### config.mk
export PLATFORM = sky130hd
export DESIGN_NAME = sid_audio_out
export DESIGN_NICKNAME = d
export VERILOG_FILES = /design/src/rtl/sid_audio_out.sv
export SDC_FILE = /design/constraint.sdc
export NUM_CORES = 1
export LEC_CHECK = 0
export CAP_MARGIN = 20
export CORE_MARGIN = 2
export CORE_UTILIZATION = 30
export CTS_CLUSTER_DIAMETER = 200
export DETAILED_ROUTE_END_ITERATION = 12
export SLEW_MARGIN = 20
export SYNTH_ARGS = -nofsm -noshare
export SYNTH_HDL_FRONTEND = slang
export SYNTH_SLANG_ARGS = --single-unit
### constraint.sdc
create_clock -name clk -period 2.9 [get_ports clk]
set_clock_uncertainty 0.05 [all_clocks]
set_input_delay 0.435 -clock clk [delete_from_list [all_inputs] [get_ports clk]]
set_output_delay 0.435 -clock clk [all_outputs]
set_load 0.01 [all_outputs]
### src/rtl/sid_audio_out.sv
// sid_audio_out: boxcar decimator for the SID 1 MHz audio stream, mono-duplicated I2S
// serialiser and an optional first-order sigma-delta DAC pin (build macro SID_AUDIO_SDM_EN).
module sid_audio_out #(
    parameter int DECIM_LOG2 = 5,
    parameter int BCLK_DIV   = 8
) (
    input  logic        clk,
    input  logic        reset,
    input  logic        ce_1m,
    input  logic [15:0] audio_in,
    output logic [15:0] sample_out,
    output logic        sample_stb,
    output logic        i2s_bclk,
    output logic        i2s_lrck,
    output logic        i2s_sdata,
    output logic        dac_out
);
    localparam int ACC_W = 16 + DECIM_LOG2;
    localparam int CNT_W = (DECIM_LOG2 > 0) ? DECIM_LOG2 : 1;
    localparam logic [CNT_W-1:0] CNT_TERM = CNT_W'((1 << DECIM_LOG2) - 1);
    localparam logic [7:0]       DIV_TERM = 8'(BCLK_DIV - 1);

    logic signed [ACC_W-1:0] r_acc;
    logic signed [ACC_W-1:0] w_in_ext;
    logic signed [ACC_W-1:0] w_sum;
    logic [CNT_W-1:0]        r_cnt;
    logic [15:0]             r_sample;
    logic                    r_stb;

    logic [7:0]  r_div;
    logic        r_bclk;
    logic [4:0]  r_slot;
    logic        r_lrck;
    logic        r_sdata;
    logic [15:0] r_frame;
    logic        w_div_term;
    logic        w_fall;
    logic [4:0]  w_slot_nxt;
    logic [3:0]  w_bit_idx;

    assign w_in_ext = ACC_W'($signed(audio_in));
    assign w_sum    = r_acc + w_in_ext;

    // Decimator: accumulate 2^DECIM_LOG2 strikes; the top 16 bits of the sum are the floor average.
    always_ff @(posedge clk) begin
        if (reset) begin
            r_acc    <= {ACC_W{1'b0}};
            r_cnt    <= {CNT_W{1'b0}};
            r_sample <= 16'h0000;
            r_stb    <= 1'b0;
        end else begin
            r_stb <= 1'b0;
            if (ce_1m) begin
                if (r_cnt == CNT_TERM) begin
                    r_sample <= w_sum[ACC_W-1:DECIM_LOG2];
                    r_acc    <= {ACC_W{1'b0}};
                    r_cnt    <= {CNT_W{1'b0}};
                    r_stb    <= 1'b1;
                end else begin
                    r_acc <= w_sum;
                    r_cnt <= r_cnt + CNT_W'(1);
                end
            end
        end
    end

    assign w_div_term = (r_div == DIV_TERM);
    assign w_fall     = w_div_term & r_bclk;
    assign w_slot_nxt = r_slot + 5'd1;
    // Slot k of each half carries F[16-k]; k=0 wraps to F[0], giving the one-bit I2S delay.
    assign w_bit_idx  = 4'd0 - w_slot_nxt[3:0];

    // BCLK divider, slot counter and serialiser; everything moves on the BCLK falling edge.
    always_ff @(posedge clk) begin
        if (reset) begin
            r_div   <= 8'd0;
            r_bclk  <= 1'b0;
            r_slot  <= 5'd0;
            r_lrck  <= 1'b0;
            r_sdata <= 1'b0;
            r_frame <= 16'h0000;
        end else begin
            if (w_div_term) begin
                r_div  <= 8'd0;
                r_bclk <= ~r_bclk;
            end else begin
                r_div <= r_div + 8'd1;
            end
            if (w_fall) begin
                r_slot  <= w_slot_nxt;
                r_lrck  <= w_slot_nxt[4];
                r_sdata <= r_frame[w_bit_idx];
                if (w_slot_nxt == 5'd0) begin
                    r_frame <= r_sample;
                end
            end
        end
    end

`ifdef SID_AUDIO_SDM_EN
    logic [15:0] r_sdm_acc;
    logic        r_dac;
    logic [16:0] w_sdm_sum;

    assign w_sdm_sum = {1'b0, r_sdm_acc} + {1'b0, ~r_sample[15], r_sample[14:0]};

    // First-order sigma-delta: the adder carry is the output bit stream.
    always_ff @(posedge clk) begin
        if (reset) begin
            r_sdm_acc <= 16'h0000;
            r_dac     <= 1'b0;
        end else begin
            r_sdm_acc <= w_sdm_sum[15:0];
            r_dac     <= w_sdm_sum[16];
        end
    end

    assign dac_out = r_dac;
`else
    assign dac_out = 1'b0;
`endif

    assign sample_out = r_sample;
    assign sample_stb = r_stb;
    assign i2s_bclk   = r_bclk;
    assign i2s_lrck   = r_lrck;
    assign i2s_sdata  = r_sdata;
endmodule

==> impl_metrics.toml <==
[run_status]
status = "finished, final reports clean"

[yosys]
synth_top_cell_area_share_pct = 37.9
syn_area_um2 = 3910
synth_top_cells_by_area = "dfxtp_1 (38%), ha_1 (7.7%), mux2i_1 (5.9%), nor2_1 (4.7%), a21oi_1 (4.4%)"
syn-num-nets = 473
async_reset_ff_share_pct = 0
synth_seq_area_share_pct = 37.9
avgSynthCellArea_um2 = 9.11
yosysUniqueCellTypes = 56
synth_top_cell_by_area = "dfxtp_1"
synth_top_flop_cell = "dfxtp_1"
synth_edf_count = 0
yosysWarnings = 0
ys_seq_elements = 74
synthCells = 429

[timing]
hold-worst-slack_ns = 0.393
clock.fmax_mhz = 372
layout_setup_ws_ns = 0.212
slew-limit-headroom_pct = 33.9
setup_viol = 0
worst_pin_slew_ns = 0.988
finalCritPeriodShare_pct = 92.7
tns_ns = 0
hold_violations = 0
slew_violations = 0
fin_crit_ns = 2.69
rsz0062_at_grt = "no"

[layout]
final_common_cell = "dfxtp_1"
fillers = 1279
antenna_cells = 0
area_delta_synth_final_pct = 29.1
multi_input_area_um2 = 2290
fin_util_pct = 39.8
regArea_um2 = 1480
nNetsFinal = 551
layout-drive-gt1-share_pct = 15.7
most-common-layout-cells = "dfxtp_1 (74), nor2_1 (49), buf_4 (45)"

[power_and_ir_drop]
fin_total_pwr_mw = 2.96
irDropWorstVdd_mv = 0.288
cellLeakagePower_nw = 2.07
power_density_nw_per_um2 = 586

[floorplanning]
die_area_um2 = 14000
core_um2 = 12700
io-pin-count = 40
initial_utilization_pct = 30.8
die_y_um = 118
std_cell_rows = 41
die_x_um = 118

[setup_path]
r2r_slack_ns = 0.32
cp_data_required_time_ns = 3.10
arrival_ns = 2.89
worstSetupPathType = "in -> reg"
endpoint_kind = "register"
cp_max_fo = 4
start_kind = "input port"

[clock_network]
cts_tree = "yes"
cts_inserted_buffers = 9
cts.clk_slew.worst_paths_ns = 0.06
clockRootBuffer = "clkbuf_16"
clk_latency_ns = 0.32
cts.path.max_buffers = 2
cts.htree.levels = 3
hold_buffers = 0
cts_sinks = 74

[global_route]
track_usage_pct = 14.0
grt_pass1_vias = 3263
overflow = 0
grt_pass1_wl_mm = 15.8
antenna_found_initial = 0
grt_max_degree = 38

[place]
io_buffers = 38
gp_congestion = 0.855
post-place-ws_ns = -0.253
dp_hpwl_mm = 7.32

[routing]
avgRoutedWirePerCell_um = 14.1
vias_per_cell = 4.87
drt-total-wl_mm = 9.58
drt_iter0_markers = 167
first_pass_iters = 4
ant_nets = 0
drc = 0
vias = 3319

[flow_run]
maxCapViolCount = 0

[hold_path]
min_path_type = "reg -> reg"
## kinds of logic after synthesis
group / after synthesis / share of synthesized area [%]
adder cells (fa/ha/maj): 25 / 8.19
XOR/XNOR: 31 / 6.95
AND/OR/NAND/NOR: 143 / 18.0
other: 1 / 0.0959
flip-flops: 74 / 37.9
multiplexers: 27 / 8.19
buffers and inverters: 26 / 3.94
AO/OA/AOI/OAI: 102 / 16.7
## power by group
part	internal, mW	leakage [nW]	switching, mW
Clock	0.743	0.147	0.421
Combinational	0.334	1.32	0.362
Sequential	1.07	0.601	0.0314
## area by class of cell
type / count / share of cell area (%)
Tap cell: 172 / 4.26
Inverter: 10 / 0.744
Timing Repair Buffer: 83 / 14.3
Clock buffer: 9 / 4.46
Sequential cell: 74 / 29.4
Clock inverter: 5 / 1.61
Multi-Input combinational cell: 329 / 45.3
## per-stage QoR
stage               std cells  cell area [um2]
finish                    682             5050
global route              682             5050
global placement          667             4720
detailed placement        667             4720
floorplan                 429             3910
CTS                       681             5020
## Yosys cell counts, types with 4 or more instances
| cell | number |
|---|---|
| dfxtp_1 | 74 |
| xor2_1 | 12 |
| ha_1 | 24 |
| nor2b_1 | 9 |
| a21o_1 | 8 |
| mux2i_1 | 23 |
| or2_2 | 4 |
| mux4_2 | 4 |
| nand2_1 | 34 |
| and2_1 | 5 |
| nand3_1 | 11 |
| clkbuf_1 | 8 |
| nand4_1 | 5 |
| inv_1 | 9 |
| and3_1 | 5 |
| a22o_1 | 13 |
| o21ai_0 | 26 |
| xnor2_1 | 19 |
| a21oi_1 | 34 |
| nor2_1 | 49 |
## worst paths after layout
kind                                               end  depth (start not counted)                   start
worst min register to register     r_div[0]$_SDFF_PP0_                          1     r_div[0]$_SDFF_PP0_
worst max register to register  i2s_sdata$_SDFFE_PP0P_                          8  r_slot[0]$_SDFFE_PP0P_
worst min-delay path               r_div[0]$_SDFF_PP0_                          1     r_div[0]$_SDFF_PP0_
worst max-delay path            r_acc[20]$_SDFFE_PP0P_                         11             audio_in[0]
## metal layers
layer	vias to the layer above	GRT usage [%]	routed length, um	share of wire, %
li1	1683	-	-	-
met2	62	24.0	4640	48
met3	13	2.27	235	2.5
met4	0	4.14	100	1.0
met5	-	0	0	0
met1	1561	17.9	4610	48
## repair_timing
| item | CTS | global route |
|---|---|---|
| resized for setup | 0 | 7 |
| endpoints found under the setup margin | 0 | 4 |
| buffers inserted | 0 | 1 |
| endpoints found under the hold margin | 0 | 0 |
## critical path: stages
cell	delay (ns)
clkdlybuf4s50_1	0.40
ha_1	0.23
fa_2	0.37
a21oi_2	0.18
o21ai_1	0.11
nand3b_1	0.17
a31o_2	0.18
a32oi_1	0.06
buf_4	0.15
or3b_2	0.44
a31oi_1	0.17
## sequential cells by signal, indices dropped and copies added (netlist names)
signal,flops
sample_out,16
r_frame,16
sample_stb,1
r_slot,5
i2s_sdata,1
r_acc,21
r_div,8
r_cnt,5
i2s_bclk,1
Power figures use the tool's default switching activity.
